## src/rtl/keypad_emu_pkg.sv

```systemverilog
// Shared keypad definitions: press-sequence states, key fields, LFSR.
// Also used by the scanner side for the key-field layout.
package keypad_defs;

    typedef enum logic [2:0] {
        ST_IDLE      = 3'd0,
        ST_BOUNCE_DN = 3'd1,
        ST_HELD      = 3'd2,
        ST_BOUNCE_UP = 3'd3,
        ST_GAP       = 3'd4
    } state_e;

    localparam int KEY_ROW_LSB = 2;
    localparam int KEY_COL_LSB = 0;

    localparam logic [7:0] LFSR_SEED = 8'hA5;
    // x^8+x^6+x^5+x^4+1 -> bits 7,5,4,3
    localparam logic [7:0] LFSR_TAPS = 8'hB8;

    function automatic logic [1:0] key_row(input logic [3:0] k);
        return k[KEY_ROW_LSB +: 2];
    endfunction

    function automatic logic [1:0] key_col(input logic [3:0] k);
        return k[KEY_COL_LSB +: 2];
    endfunction

    function automatic logic [7:0] lfsr_next(input logic [7:0] q);
        return {q[6:0], ^(q & LFSR_TAPS)};
    endfunction

endpackage

```

## src/rtl/keypad_emu_if.sv

```systemverilog
// Request/press handshake plus the row/column matrix lines.
// master = scanner/test side, slave = keypad emulator.
interface keypad_emu_if;

    logic       req;
    logic [3:0] key_code;
    logic       busy;
    logic       done;
    logic [3:0] fila;
    logic [3:0] columna;

    modport master (
        output req,
        output key_code,
        output fila,
        input  busy,
        input  done,
        input  columna
    );

    modport slave (
        input  req,
        input  key_code,
        input  fila,
        output busy,
        output done,
        output columna
    );

endinterface

```

## src/rtl/keypad_emu_lfsr8.sv

```systemverilog
// 8-bit Fibonacci LFSR, advances only when step is high.
// Reusable for other pseudo-random needs in the game.
module lfsr8
    import keypad_defs::*;
(
    input  logic       clk,
    input  logic       rst_n,
    input  logic       step,
    output logic [7:0] q
);

    logic [7:0] q_q;
    logic [7:0] q_d;

    // next value: shift with feedback on step, else hold
    always_comb begin
        q_d = q_q;
        if (step) begin
            q_d = lfsr_next(q_q);
        end
    end

    // register, seeded on reset
    always_ff @(posedge clk or negedge rst_n) begin
        if (!rst_n) begin
            q_q <= LFSR_SEED;
        end else begin
            q_q <= q_d;
        end
    end

    assign q = q_q;

endmodule

```

## src/rtl/keypad_emu.sv

```systemverilog
// 4x4 keypad responder: presses one latched key with bounce, hold,
// release bounce and a quiet gap; answers row strobes on columna.
module keypad_emu
    import keypad_defs::*;
#(
    parameter int BOUNCE_CYCLES = 64,
    parameter int BOUNCE_PERIOD = 4,
    parameter int HOLD_CYCLES   = 256,
    parameter int GAP_CYCLES    = 32
) (
    input logic         clk,
    input logic         rst_n,
    keypad_emu_if.slave kp
);

    localparam int MAX_A = (BOUNCE_CYCLES > HOLD_CYCLES) ?
                           BOUNCE_CYCLES : HOLD_CYCLES;
    localparam int MAX_B = (BOUNCE_PERIOD > GAP_CYCLES) ?
                           BOUNCE_PERIOD : GAP_CYCLES;
    localparam int MAX_V = (MAX_A > MAX_B) ? MAX_A : MAX_B;
    localparam int CW    = $clog2(MAX_V) + 1;
    localparam int PW    = $clog2(BOUNCE_PERIOD) + 1;
    localparam bit HAS_B = (BOUNCE_CYCLES > 0);

    localparam logic [CW-1:0] LD_B =
        HAS_B ? CW'(BOUNCE_CYCLES - 1) : '0;
    localparam logic [CW-1:0] LD_H = CW'(HOLD_CYCLES - 1);
    localparam logic [CW-1:0] LD_G = CW'(GAP_CYCLES - 1);
    localparam logic [PW-1:0] LD_P = PW'(BOUNCE_PERIOD - 1);

    state_e        state_q;
    state_e        state_d;
    logic [CW-1:0] cnt_q;
    logic [CW-1:0] cnt_d;
    logic [PW-1:0] per_q;
    logic [PW-1:0] per_d;
    logic          contact_q;
    logic          contact_d;
    logic          done_q;
    logic          done_d;
    logic [3:0]    key_q;
    logic [3:0]    key_d;
    logic          lfsr_step;
    logic [7:0]    lfsr_q;
    logic [7:0]    lfsr_nx;
    logic          cnt_zero;
    logic          bouncing;

    assign cnt_zero = (cnt_q == '0);
    assign bouncing = (state_q == ST_BOUNCE_DN) ||
                      (state_q == ST_BOUNCE_UP);
    assign lfsr_nx  = lfsr_next(lfsr_q);

    lfsr8 u_lfsr (
        .clk   (clk),
        .rst_n (rst_n),
        .step  (lfsr_step),
        .q     (lfsr_q)
    );

    // state register
    always_ff @(posedge clk or negedge rst_n) begin
        if (!rst_n) begin
            state_q <= ST_IDLE;
        end else begin
            state_q <= state_d;
        end
    end

    // next state: every active state leaves when its counter hits 0
    always_comb begin
        state_d = state_q;
        unique case (state_q)
            ST_IDLE: begin
                if (kp.req) begin
                    state_d = HAS_B ? ST_BOUNCE_DN : ST_HELD;
                end
            end
            ST_BOUNCE_DN: begin
                if (cnt_zero) state_d = ST_HELD;
            end
            ST_HELD: begin
                if (cnt_zero) begin
                    state_d = HAS_B ? ST_BOUNCE_UP : ST_GAP;
                end
            end
            ST_BOUNCE_UP: begin
                if (cnt_zero) state_d = ST_GAP;
            end
            ST_GAP: begin
                if (cnt_zero) state_d = ST_IDLE;
            end
            default: state_d = ST_IDLE;
        endcase
    end

    // counters, contact, key latch and LFSR stepping
    always_comb begin
        cnt_d     = cnt_q;
        per_d     = per_q;
        contact_d = contact_q;
        done_d    = 1'b0;
        key_d     = key_q;
        lfsr_step = 1'b0;
        if (state_q == ST_IDLE && kp.req) begin
            key_d = kp.key_code;
        end
        if (state_d != state_q) begin
            unique case (state_d)
                ST_BOUNCE_DN: begin
                    cnt_d     = LD_B;
                    per_d     = LD_P;
                    contact_d = 1'b1;
                end
                ST_HELD: begin
                    cnt_d     = LD_H;
                    contact_d = 1'b1;
                end
                ST_BOUNCE_UP: begin
                    cnt_d     = LD_B;
                    per_d     = LD_P;
                    contact_d = 1'b0;
                end
                ST_GAP: begin
                    cnt_d     = LD_G;
                    contact_d = 1'b0;
                end
                default: begin
                    contact_d = 1'b0;
                    done_d    = 1'b1;
                end
            endcase
        end else if (state_q != ST_IDLE) begin
            cnt_d = cnt_q - 1'b1;
            if (bouncing) begin
                if (per_q == '0) begin
                    per_d     = LD_P;
                    lfsr_step = 1'b1;
                    contact_d = lfsr_nx[0];
                end else begin
                    per_d = per_q - 1'b1;
                end
            end
        end
    end

    // datapath registers
    always_ff @(posedge clk or negedge rst_n) begin
        if (!rst_n) begin
            cnt_q     <= '0;
            per_q     <= '0;
            contact_q <= 1'b0;
            done_q    <= 1'b0;
            key_q     <= '0;
        end else begin
            cnt_q     <= cnt_d;
            per_q     <= per_d;
            contact_q <= contact_d;
            done_q    <= done_d;
            key_q     <= key_d;
        end
    end

    // outputs: status and the passive switch matrix (fila -> columna)
    always_comb begin
        kp.busy    = (state_q != ST_IDLE);
        kp.done    = done_q;
        kp.columna = 4'hF;
        if (contact_q && !kp.fila[key_row(key_q)]) begin
            kp.columna[key_col(key_q)] = 1'b0;
        end
    end

endmodule
```

## src/flat_wrapper.sv

```systemverilog
// flat-port wrapper written by rule: the top's interface ports become plain ports
module keypad_emu_flat import keypad_defs::*;
#(
    parameter int BOUNCE_CYCLES = 64,
    parameter int BOUNCE_PERIOD = 4,
    parameter int HOLD_CYCLES   = 256,
    parameter int GAP_CYCLES    = 32
)
  (clk, rst_n, kp_req, kp_key_code, kp_fila, kp_busy, kp_done, kp_columna);
  keypad_emu_if kp_i ();
  input logic clk;
  input logic rst_n;
  input wire logic [$bits(kp_i.req)-1:0] kp_req;
  input wire logic [$bits(kp_i.key_code)-1:0] kp_key_code;
  input wire logic [$bits(kp_i.fila)-1:0] kp_fila;
  output wire logic [$bits(kp_i.busy)-1:0] kp_busy;
  output wire logic [$bits(kp_i.done)-1:0] kp_done;
  output wire logic [$bits(kp_i.columna)-1:0] kp_columna;
  assign kp_i.req = kp_req;
  assign kp_i.key_code = kp_key_code;
  assign kp_i.fila = kp_fila;
  assign kp_busy = kp_i.busy;
  assign kp_done = kp_i.done;
  assign kp_columna = kp_i.columna;
  keypad_emu #(.BOUNCE_CYCLES(BOUNCE_CYCLES), .BOUNCE_PERIOD(BOUNCE_PERIOD), .HOLD_CYCLES(HOLD_CYCLES), .GAP_CYCLES(GAP_CYCLES)) u_core (.clk(clk), .rst_n(rst_n), .kp(kp_i));
endmodule
```

## config.mk

```make
export PLATFORM = sky130hd
export DESIGN_NAME = keypad_emu_flat
export DESIGN_NICKNAME = d
export VERILOG_FILES = /design/src/rtl/keypad_emu_pkg.sv /design/src/rtl/keypad_emu_if.sv /design/src/rtl/keypad_emu_lfsr8.sv /design/src/rtl/keypad_emu.sv /design/src/flat_wrapper.sv
export SDC_FILE = /design/constraint.sdc
export NUM_CORES = 1
export LEC_CHECK = 0
export ABC_AREA = 1
export BUFFER_PORTS_ARGS = -buffer_cell sky130_fd_sc_hd__clkbuf_2
export CAP_MARGIN = 15
export CORE_MARGIN = 5
export CORE_UTILIZATION = 35
export DETAILED_ROUTE_END_ITERATION = 8
export GPL_TIMING_DRIVEN = 0
export HOLD_SLACK_MARGIN = 0.05
export PLACE_DENSITY = 0.56
export SKIP_CTS_REPAIR_TIMING = 1
export SLEW_MARGIN = 20
export SYNTH_ARGS = -nofsm -noshare
export SYNTH_HDL_FRONTEND = slang
export SYNTH_SLANG_ARGS = --single-unit
export TNS_END_PERCENT = 30
```

## constraint.sdc

```tcl
create_clock -name clk -period 1.66 [get_ports clk]
set_input_delay 0.249 -clock clk [delete_from_list [all_inputs] [get_ports clk]]
set_output_delay 0.249 -clock clk [all_outputs]
set_load 0.05 [all_outputs]
```

; After elaboration in Yosys (flattened, before gate mapping)
; Cells that the tools add are included.
[totals]
in_bits = 11
word_cells = 73
regBits = 29
[op_classes]
n_reduce_logical = 19
n_eq_ne = 11
magnitude_cmp = 3
n_bitwise = 1
n_mux = 30
n_addsub = 2
[ops]
columns = operator, count
row1 = two-way mux 3 bit, 10
row2 = one-hot mux 9 bit (3 select lines), 1
row3 = two-way mux 9 bit, 2
row4 = one-hot mux 3 bit (5 select lines), 1
row5 = two-way mux 1 bit, 13
row6 = equality test 3 x 2 -> 1 bit (second input constant), 4
row7 = zero test 9 bit, 1
row8 = subtractor 9 x 1 -> 9 bit (second input constant), 1
row9 = XOR reduction 8 bit, 1
row10 = equality test 3 x 1 -> 1 bit (second input constant), 2
row11 = equality test 3 bit (second input constant), 2
row12 = zero test 3 bit, 2
row13 = less-than comparator 2 x 3 -> 1 bit (second input constant), 2
row14 = AND reduction 3 bit, 2
row15 = nonzero test 2 bit, 3
row16 = two-way mux 4 bit, 1
row17 = != test 4 bit (second input constant), 1
row18 = NOT 4 bit, 1
row19 = OR reduction 2 bit, 2
row20 = OR reduction 4 bit, 1
row21 = logical AND 1 bit, 3
row22 = != test 3 bit, 1
row23 = nonzero test 3 bit, 1
row24 = subtractor 3 x 1 -> 3 bit (second input constant), 1
row25 = 7 further kinds, 7

; Depth between registers and ports, before layout
; Gate-level depths: netlist of the first run.
[depth]
word_depth = 7
mapped_depth = 13
depth_no_buf = 13

; Modules after synthesis
; Synthesis of the first run repeated with hierarchy kept, for this count alone.
[hier_totals]
cells_unflattened = 224
area_unflattened_um2 = 1773.0
[modules_own_cells]
columns = mod, seq_area_each_um2, n_inst, cells_each, area_per_inst_um2
row1 = keypad_emu, 525.5, 1, 178, 1402.6
row2 = lfsr8, 205.2, 1, 46, 370.4

; Worst setup path after synthesis of the first run
; No wires, ideal clock.
[synth_path]
path_kind = reg2reg
from = register u_core.cnt_q[0]
to = register u_core.cnt_q[8]
required_time_ps = 1543
setup_slack_ps = 7
setup_time_ps = 117
stages_incl_launch_ff = 13
arrival_time_ps = 1536
path_cell_list = dfrtp_1 -> inv_1 -> ha_1 -> nand2_1 -> nor2_4 -> nand3_1 -> nor2_2 -> nor2_4 -> inv_2 -> nand3_4 -> buf_8 -> nand2_2 -> o21ai_2
[synth_via]
elab_chain_cells = 7
word_cells_on_any_way = 18
cone_classes = 1 x add/sub / 6 x eq/ne / 7 x mux / 4 x reduce/logical
[synth_rtl]
columns = element, line_no
row1 = start: declaration, keypad_emu.sv:33  ; logic [CW-1:0] cnt_q;
row2 = start signal: assignment, keypad_emu.sv:156  ; cnt_q <= cnt_d;
row3 = zero test 9 bit (*), keypad_emu.sv:49  ; assign cnt_zero = (cnt_q == '0);
row4 = two-way mux 3 bit (on tied branches), n/a
row5 = one-hot mux 3 bit (5 select lines) (*), keypad_emu.sv:73  ; unique case (state_q)
row6 = named net u_core.state_d[1], keypad_emu.sv:32  ; state_e state_d;
row7 = equality test 3 x 2 -> 1 bit / equality test 3 x 1 -> 1 bit (equally long branches), keypad_emu.sv:109  ; unique case (state_d)
row8 = OR reduction 2 bit (no line), n/a
row9 = != test 4 bit (no line), n/a
row10 = AND reduction 2 bit (no line), n/a
; Mark *: on every way through the listed nets, which the timed path passes. The rest lies on a longest branch. The select of a mux whose other input is x is not followed.
; A chain may end at the register's enable or synchronous reset.

; Final worst setup path of the first run
[layout_path]
from = register u_core.key_q[2]
to = output port kp_columna[1]
[layout_via]
elab_chain_cells = 5
[layout_rtl]
columns = element, line_no
row1 = start: declaration, keypad_emu.sv:41  ; logic [3:0] key_q;
row2 = start signal: assignment, keypad_emu.sv:160  ; key_q <= key_d;
row3 = binary-select mux 1 bit (select 2 bit), keypad_emu.sv:169  ; if (contact_q && !kp.fila[key_row(key_q)]) begin
row4 = two-way mux 1 bit (implied by the code), keypad_emu.sv:169
row5 = zero test 1 bit, keypad_emu.sv:169
row6 = logical AND 1 bit, keypad_emu.sv:169
row7 = two-way mux 4 bit, keypad_emu.sv:169
row8 = end: declaration, flat_wrapper.sv:18  ; output wire logic [$bits(kp_i.columna)-1:0] kp_columna;
; No other way between the ends. The select of a mux whose other input is x is not followed.

==> results_dict.tcl, run 1 <==
set metrics [dict create \
    run_status "finished with violations" \
    violations "negative setup slack" \
    routed_wl_um 3310 \
    dpl_cell_area_um2 1890 \
    async_flop_share 1.00 \
    yosysSeqAreaShare 0.423 \
    synthCells 209 \
    rsz0062_at_grt "true" \
    syn-cell-area_um2 1730 \
    drtIter0Drc 51 \
    combPwrFrac 0.024 \
    synth_seq_cells 29 \
    pwr-share-seq 0.470 \
    antennaDiodeCount 0 \
    drv_cap 0 \
    cp-start-kind "flip-flop" \
    first_pass_iters 4 \
    cts_buffer_depth 2 \
    fin_nets 257 \
    viasPerCell 4.43 \
    clkTransAtPathRegs_ns 0.06 \
    grt_usage 0.107 \
    synth_common_cells "nand2_1, dfrtp_1, inv_1, nor2_1, inv_2" \
    grt_pass1_wl_um 5240 \
    slew_headroom 0.516 \
    rr_endpoint "u_core.cnt_q[8]" \
    fp.dieH_um 80.3 \
    place.gp.congestion 0.783 \
    drc_errors 0 \
    cp.required_ns 1.41 \
    r2r_slack_ns -0.06 \
    critPathKind "flip-flop to primary output" \
    ff2ff_path_depth 13 \
    port-buffer-count 16 \
    io_pins 17 \
    num_vias 1373 \
    synth_flop_cell "dfrtp_1" \
    max-vdd-ir-drop_mv 0.227 \
    swShare 0.196 \
    finalCriticalPeriod_ns 1.75 \
    core_area_um2 4750 \
    multi_input_area_um2 950 \
    cp.arrival_ns 1.50 \
    fillCellCount 474 \
    avgSynthCellArea_um2 8.27 \
    setup_ws_ns -0.0928 \
    clockRootBuffer "clkbuf_8" \
    fin_setup_tns_ns -0.723 \
    cts_sinks 29 \
    clk_latency_ns 0.28 \
    report.final.slew_viol_count 0 \
    cts_tree "built" \
    fmax_mhz 571 \
    wire_per_inst_um 10.7 \
    period_share 1.06 \
    power.switching_w 0.000295 \
    rows 25 \
    cp_max_fo 3 \
    leakage_nw 1.08 \
    worst_pin_slew_ns 0.726 \
    yosys_warnings 0 \
    synth.most_common_cell "nand2_1" \
    grt_max_degree 30 \
    dieArea_um2 6450 \
    drive_gt1_frac 0.399 \
    synth_nets 224 \
    ant_nets 0 \
    start_util 0.364 \
    powerDensity_nw_per_um2 674 \
    synthTopCellsByArea "dfrtp_1, nand2_1, dfstp_2, xor2_1, inv_1" \
    reg2reg_from "u_core.cnt_q[0]" \
    area_growth_pct 29.0 \
    setup_viol 13 \
    end_kind "primary output" \
    p_int_w 0.00121 \
    yosysTopAreaCell "dfrtp_1" \
    finalPower_w 0.00150 \
    antenna_found_initial 0 \
    overflow 0 \
    first_global_vias 1146 \
    cts_buffers 5 \
    ff_latch_area_um2 731 \
    finish.instance_area_um2 2230 \
    finalClockSkew_ns 0.00287 \
    cts_max_level 2 \
    yosys.area.top_type_share 0.362 \
    hold_viol 0 \
    dp_hpwl_um 2300 \
    die_x_um 80.3 \
    holdCritPathClass "input pin to asynchronous set/reset pin" \
    holdWs_ns 0.0133 \
    synth-edff-count 0 \
    power_frac_clock 0.506 \
    synth_cell_type_count 29 \
]
## area by class of cell
class,count,area share
clock inverters,1,0.0135
flip-flops and latches,29,0.328
repair buffers,26,0.0976
multi-input cells,149,0.426
plain buffers,1,0.00673
clock buffers,7,0.0387
well taps,67,0.0376
inverters,30,0.0527
## through the flow
step	instances	setup WS, ns	utilization
floorplan	209	0.00693	-
global placement	292	-0.142	0.398
detailed placement	292	-0.154	0.398
CTS	300	-0.315	0.423
global route	310	-0.206	0.469
finish	310	-0.0928	0.469
## layer usage
layer,vias up,routed length [um],GRT usage
met4,0,85,0.0760
met1,623,1580,0.143
met2,16,1560,0.147
li1,725,-,-
met5,-,0,0
met3,9,84,0.0280
## state kept, by name, summed over array words and instances (netlist names)
register / flops
u_core.per_q: 3
u_core.state_q: 3
u_core.u_lfsr.q: 8
u_core.contact_q: 1
u_core.key_q: 4
u_core.kp.done: 1
u_core.cnt_q: 9
## cells in the final DEF (no fill, tap or decap), drive strengths merged, types with 3 or more instances in the layout
| cell | n |
|---|---|
| nor2 | 22 |
| dfrtp | 25 |
| o21ai | 13 |
| clkbuf | 20 |
| dfstp | 4 |
| xor2 | 9 |
| nand2 | 70 |
| ha | 4 |
| nand3 | 12 |
| a21oi | 7 |
| nand4 | 3 |
| buf | 14 |
| inv | 30 |
## power by group through the flow
stage / Clock [W] / Sequential, W / Combinational [W]
2_1_floorplan: 0 / 0.000720 / 0.00000730
3_3_place_gp: 0 / 0.000720 / 0.0000345
3_5_place_dp: 0 / 0.000720 / 0.0000348
4_1_cts: 0.000779 / 0.000707 / 0.0000349
5_1_grt: 0.000810 / 0.000707 / 0.0000422
6_report: 0.000760 / 0.000707 / 0.0000362
## worst max-delay path, cell delays in order, from the launching register on
cell	delay, ns
dfrtp_1	0.38
inv_2	0.05
o21a_1	0.16
o21ai_1	0.09
o311ai_2	0.15
nor2_1	0.16
nand2_1	0.08
buf_6	0.15
## cell families after synthesis
kind of cell             after synthesis  synth area share
flip-flops                            29             0.423
multiplexers                           1           0.00651
adder cells (fa/ha/maj)                4            0.0289
XOR/XNOR                              11            0.0557
buffers and inverters                 31            0.0738
AO/OA/AOI/OAI                         24             0.101
AND/OR/NAND/NOR                      109             0.312
## worst max-delay path by stage
| stage | start | to | slack [ns] | cells after the start |
|---|---|---|---|---|
| 3_5_place_dp | u_core.cnt_q[0] | u_core.cnt_q[4] | -0.15 | 12 |
| 4_1_cts | u_core.key_q[2] | kp_columna[1] | -0.31 | 6 |
| 2_1_floorplan | u_core.cnt_q[0] | u_core.cnt_q[8] | 0.007 | 12 |
| 6_report | u_core.key_q[2] | kp_columna[1] | -0.09 | 7 |
| 5_1_grt | u_core.key_q[2] | kp_columna[1] | -0.21 | 7 |
| 3_3_place_gp | u_core.cnt_q[0] | u_core.cnt_q[3] | -0.14 | 12 |
(Power assumes the default switching activity.)
==> inputs of run 2 (changes only) <==
BUFFER_PORTS_ARGS = -buffer_cell sky130_fd_sc_hd__buf_4   (was -buffer_cell sky130_fd_sc_hd__clkbuf_2)
==> run 2 against run 1 <==
Against the previous run: the flow still finishes with violations (negative setup slack); non-clock buffer count is 3 lower; utilization is 0.39 points lower; wire length is 1.7% higher; flip-flop and latch count stayed put; register-to-register slack hardly changed; global-route usage is 0.93 points higher; combinational power is 25% higher; first-iteration DRC count stayed put; power is 8.8% higher; cell count is 0.65% lower; sequential power hardly changed; critical endpoint is now kp_columna[0].
==> results_dict.tcl, run 2 (synthesized netlist as in run 1, its figures left out) <==
set metrics [dict create \
    dieArea_um2 6450 \
    cts_tree "built" \
    start_util 0.364 \
    drive_gt1_frac 0.369 \
    num_vias 1343 \
    setup_viol 13 \
    wire_per_inst_um 10.9 \
    grt_pass1_wl_um 5730 \
    critPathKind "flip-flop to primary output" \
    leakage_nw 1.09 \
    area_growth_pct 27.9 \
    powerDensity_nw_per_um2 740 \
    end_kind "primary output" \
    cp.required_ns 1.41 \
    holdCritPathClass "input pin to flip-flop" \
    ff2ff_path_depth 12 \
    largest_reg_flops 9 \
    clkTransAtPathRegs_ns 0.07 \
    cp.arrival_ns 1.48 \
    use_met2 0.180 \
    cp_slowest_cell "dfrtp_1" \
    finalCriticalPeriod_ns 1.72 \
    routed_wl_um 3360 \
    place_ws_ns -0.161 \
    period_share 1.04 \
    finalPower_w 0.00164 \
    drtIter0Drc 51 \
    cp-start-kind "flip-flop" \
    dp_hpwl_um 2340 \
    antenna_found_initial 0 \
    viasPerCell 4.36 \
    fillCellCount 481 \
    r2r_slack_ns -0.05 \
    violations "negative setup slack" \
    clk_latency_ns 0.29 \
    max_flop_register "u_core.cnt_q" \
    slowest_delay_ns 0.39 \
    cts_sinks 29 \
    ant_nets 0 \
    run_status "finished with violations" \
    cts_buffers 5 \
    whs_endpoint "u_core.key_q[3]" \
    worstPathCellList "buf_4, o21ai_2, o311ai_2, nor2_1, nand2_1, buf_6" \
    hold_path_depth 2 \
    grt_usage 0.116 \
    antennaDiodeCount 0 \
    die_x_um 80.3 \
    dpl_cell_area_um2 1930 \
    grt_max_degree 30 \
    layout_commonest_cell "nand2_1" \
    drv_cap 0 \
    min_from "kp_key_code[3]" \
    reg2reg_from "u_core.cnt_q[0]" \
    layout_common_cells "nand2_1, dfrtp_1, buf_4" \
    place.gp.congestion 0.768 \
    post-route-util 0.465 \
    use_met1 0.142 \
    clockRootBuffer "clkbuf_8" \
    io_pins 17 \
    core_area_um2 4750 \
    first_pass_iters 4 \
    overflow 0 \
    rsz0062_at_grt "true" \
    cts_buffer_depth 2 \
    finalClockSkew_ns 0.00485 \
    report.final.slew_viol_count 0 \
    use_met3 0.0392 \
    fmax_mhz 580 \
    fin_nets 255 \
    drc_errors 0 \
    dp.cells 292 \
    fp.dieH_um 80.3 \
    rows 25 \
    slew_headroom 0.744 \
    cts_max_level 2 \
    setup_ws_ns -0.0644 \
    fin_cells 308 \
    hold_viol 0 \
    worst_pin_slew_ns 0.384 \
    port-buffer-count 16 \
    cp_max_fo 2 \
    first_global_vias 1296 \
    top_usage_layer "met2" \
    max-vdd-ir-drop_mv 0.356 \
    finish.instance_area_um2 2210 \
    rr_endpoint "u_core.cnt_q[4]" \
]
-- run 2: changes by cell type in the layout (fill, tap and decap cells not counted), sizes merged --
cell | before | now
clkbuf | 20 | 6
clkinv | 0 | 1
bufinv | 1 | 2
buf | 14 | 22
dlygate4sd3 | 0 | 1
nand2 | 70 | 71
-- run 2: layout make-up --
type,instances,area (um2),area share
multi-input cells,150,923,0.417
flip-flops and latches,29,731,0.330
repair buffers,23,208,0.0939
inverters,30,118,0.0532
well taps,67,83.8,0.0379
clock buffers,5,68.8,0.0311
clock inverters,3,65.1,0.0294
plain buffers,1,15.0,0.00679
-- run 2: critical path: cells and delay by family, from the launching register on --
kind / cells / cell delay (ns)
compound gates: 2 / 0.26
simple gates: 2 / 0.24
buf+inv: 2 / 0.29
flops: 1 / 0.39
-- run 2: per-layer routing --
layer | share of wire | up-vias
met5 | 0 | -
met4 | 0.022 | 0
met3 | 0.038 | 7
met2 | 0.47 | 17
met1 | 0.47 | 602
li1 | - | 717
-- run 2: how the worst max path moves through the flow --
stage | startpoint | to | slack (ns) | cells after the start
after floorplan | u_core.cnt_q[0] | u_core.cnt_q[8] | 0.007 | 12
after global placement | u_core.cnt_q[0] | u_core.cnt_q[0] | -0.14 | 12
after detailed placement | u_core.cnt_q[0] | u_core.cnt_q[6] | -0.16 | 12
after CTS | u_core.key_q[2] | kp_columna[2] | -0.23 | 6
after global routing | u_core.key_q[2] | kp_columna[2] | -0.19 | 6
final | u_core.key_q[2] | kp_columna[0] | -0.06 | 6
-- run 2: report_power, final --
part | total, W | internal (W) | switching, W | leakage, nW
Sequential | 0.000707 | 0.000707 | 0 | 0.334
Combinational | 0.0000452 | 0.0000206 | 0.0000246 | 0.683
Clock | 0.000884 | 0.000596 | 0.000288 | 0.0681
-- run 2: metrics by stage --
stage	hold WS (ns)	setup TNS (ns)
after global placement	0.199	-1.34
after floorplan	-0.0466	0
after CTS	-0.110	-2.53
final	0.189	-0.527
after detailed placement	0.204	-1.54
after global routing	0.188	-2.33
==> inputs of run 3 (changes only) <==
ABC_AREA = 0   (was 1)
==> run 3 against run 2 <==
Against the previous run: the flow still finishes with violations (negative setup slack); clock-buffer cell count up 1; clock skew is 0.0056 ns higher; wire length increased by 47%; sequential power up 87%; die area increased by 2.0%; critical path depth down 2; design area is 14% higher; combinational power rose to 35 times the previous value; maximum frequency is 15% lower; setup slack worse by 0.30 ns; largest cell class unchanged; power is 130% higher; critical endpoint unchanged.
==> results_dict.tcl, run 3 <==
set metrics [dict create \
    syn-cell-area_um2 1770 \
    clkTransAtPathRegs_ns 0.07 \
    antennaDiodeCount 0 \
    fin_nets 231 \
    first_pass_iters 4 \
    synth-edff-count 0 \
    rows 25 \
    ff2ff_path_depth 8 \
    synth_common_cells "dfrtp_1, nor2_1, a21oi_1, mux2_2, nand2_1" \
    cp_max_fo 4 \
    hold_path_depth 2 \
    synth_compound_gate_area_share 0.192 \
    first_global_vias 1509 \
    max_flop_register "u_core.cnt_q" \
    yosys.area.top_type_share 0.354 \
    period_share 1.22 \
    reg2reg_from "u_core.cnt_q[1]" \
    synthTopCellsByArea "dfrtp_1, mux2_2, dfstp_2, a21oi_1, nor2_1" \
    yosysTopAreaCell "dfrtp_1" \
    cts_sinks 29 \
    crit_family "multiplexers" \
    area_growth_pct 43.2 \
    setup_ws_ns -0.369 \
    synth-simple-area-share 0.210 \
    cp.arrival_ns 1.78 \
    r2r_slack_ns -0.26 \
    cts_buffer_depth 2 \
    core_area_um2 4820 \
    dp.cells 259 \
    critPathKind "flip-flop to primary output" \
    yosys_warnings 0 \
    worstPathCellList "mux4_2, nand2b_4, or3_4, buf_6" \
    drtIter0Drc 113 \
    synth_nets 191 \
    run_status "finished with violations" \
    clockRootBuffer "clkbuf_8" \
    clk_latency_ns 0.29 \
    dp_hpwl_um 3120 \
    synth_cell_type_count 51 \
    grt_usage 0.147 \
    place_ws_ns -0.379 \
    grt_pass1_wl_um 7430 \
    worst_pin_slew_ns 0.535 \
    yosysSeqAreaShare 0.413 \
    drv_cap 0 \
    num_vias 1586 \
    cp_slowest_cell "mux4_2" \
    max-vdd-ir-drop_mv 0.826 \
    setup_viol 26 \
    met2_length_um 2510 \
    io_pins 17 \
    fp.dieH_um 81.1 \
    rsz0062_at_grt "true" \
    cts_buffers 5 \
    start_util 0.367 \
    end_kind "primary output" \
    die_x_um 81.1 \
    synthMuxAreaShare 0.0828 \
    cp-start-kind "flip-flop" \
    place.gp.congestion 0.832 \
    synth_seq_cells 29 \
    synth-adder-area-share 0.0283 \
    layout_common_cells "dfrtp_1, buf_4, buf_6" \
    cp.required_ns 1.41 \
    slew_headroom 0.643 \
    drt-met1-wl_um 2200 \
    powerDensity_nw_per_um2 1460 \
    avgSynthCellArea_um2 10.0 \
    layout_commonest_cell "dfrtp_1" \
    synth_top_family_by_area "simple AND/OR/NAND/NOR gates" \
    fin_cells 284 \
    report.final.slew_viol_count 0 \
    dieArea_um2 6570 \
    routed_wl_um 4960 \
    wire_per_inst_um 17.5 \
    fillCellCount 439 \
    drive_gt1_frac 0.512 \
    viasPerCell 5.58 \
    synth_xor_area_frac 0.0248 \
    finalClockSkew_ns 0.0105 \
    antenna_found_initial 0 \
    hold_viol 0 \
    routed.top_layer "met4" \
    whs_endpoint "u_core.key_q[0]" \
    grt_max_degree 30 \
    cts_tree "built" \
    synth.most_common_cell "dfrtp_1" \
    ant_nets 0 \
    fmax_mhz 493 \
    slowest_delay_ns 0.49 \
    rr_endpoint "u_core.per_q[2]" \
    leakage_nw 1.01 \
    overflow 0 \
    finalCriticalPeriod_ns 2.03 \
    largest_reg_flops 9 \
    min_from "kp_key_code[0]" \
    synth_flop_cell "dfrtp_1" \
    drc_errors 0 \
    synthCells 176 \
    crit_buf_inv 1 \
    port-buffer-count 16 \
    async_flop_share 1.00 \
    holdCritPathClass "input pin to flip-flop" \
    dr_wl_met3_um 168 \
    violations "negative setup slack" \
    cts_max_level 2 \
]
-- run 3: changes by cell type after synthesis, moves of 5 or more --
cell / before / now
a21oi_1: 6 / 15
mux2_2: 1 / 11
nand2_2: 8 / 0
xor2_1: 9 / 1
nand3_1: 8 / 1
nand2_1: 59 / 11
o21ai_2: 6 / 0
a31oi_1: 0 / 5
inv_1: 18 / 8
nor3_1: 2 / 8
inv_2: 12 / 0
-- run 3: cells by family (layout without fill, tap and decap cells) --
family | after synthesis | in the layout
AND/OR/NAND/NOR | 62 | 62
AO/OA/AOI/OAI | 48 | 49
flip-flops | 29 | 29
buffers and inverters | 16 | 56
multiplexers | 12 | 12
XOR/XNOR | 5 | 5
adder cells (fa/ha/maj) | 4 | 4
-- run 3: worst max path at each step --
stage                    start         endpoint  slack, ns  cells after the start
3_5_place_dp   u_core.cnt_q[0]  u_core.cnt_q[8]      -0.38                      8
6_report       u_core.key_q[2]    kp_columna[0]      -0.37                      4
4_1_cts        u_core.key_q[2]    kp_columna[0]      -0.47                      4
5_1_grt        u_core.key_q[2]    kp_columna[0]      -0.45                      4
2_1_floorplan  u_core.cnt_q[0]  u_core.per_q[2]      -0.12                      7
3_3_place_gp   u_core.cnt_q[0]  u_core.per_q[2]      -0.34                      7
-- run 3: metrics by stage --
| step | utilization | setup TNS [ns] | cell area (um2) | hold WS (ns) | power [W] |
|---|---|---|---|---|---|
| floorplan | - | -0.591 | 1790 | -0.0466 | 0.00223 |
| global placement | 0.413 | -4.95 | 1990 | 0.196 | 0.00245 |
| detailed placement | 0.413 | -5.43 | 1990 | 0.201 | 0.00252 |
| CTS | 0.438 | -7.12 | 2110 | -0.103 | 0.00330 |
| global route | 0.525 | -5.36 | 2530 | 0.198 | 0.00393 |
| finish | 0.525 | -3.80 | 2530 | 0.202 | 0.00370 |
-- run 3: area by class of cell --
| type | count | area (um2) | area share |
|---|---|---|---|
| inverter | 8 | 30.0 | 0.0119 |
| clock buffer | 6 | 82.6 | 0.0326 |
| tap | 67 | 83.8 | 0.0331 |
| sequential | 29 | 734 | 0.290 |
| buffer | 8 | 70.1 | 0.0277 |
| clock inverter | 2 | 37.5 | 0.0148 |
| timing repair buffer | 32 | 284 | 0.112 |
| multi-input combinational | 132 | 1210 | 0.478 |
-- run 3: power breakdown --
part	switching (W)	internal, W
Clock	0.000297	0.000488
Sequential	0.000309	0.00101
Combinational	0.000759	0.000842
Total	0.00137	0.00234
-- run 3: per-layer routing --
metal  global-route usage  up-vias
met1                0.193      801
met4               0.0473        0
li1                     -      732
met3               0.0333       14
met2                0.241       39
met5                    0        -
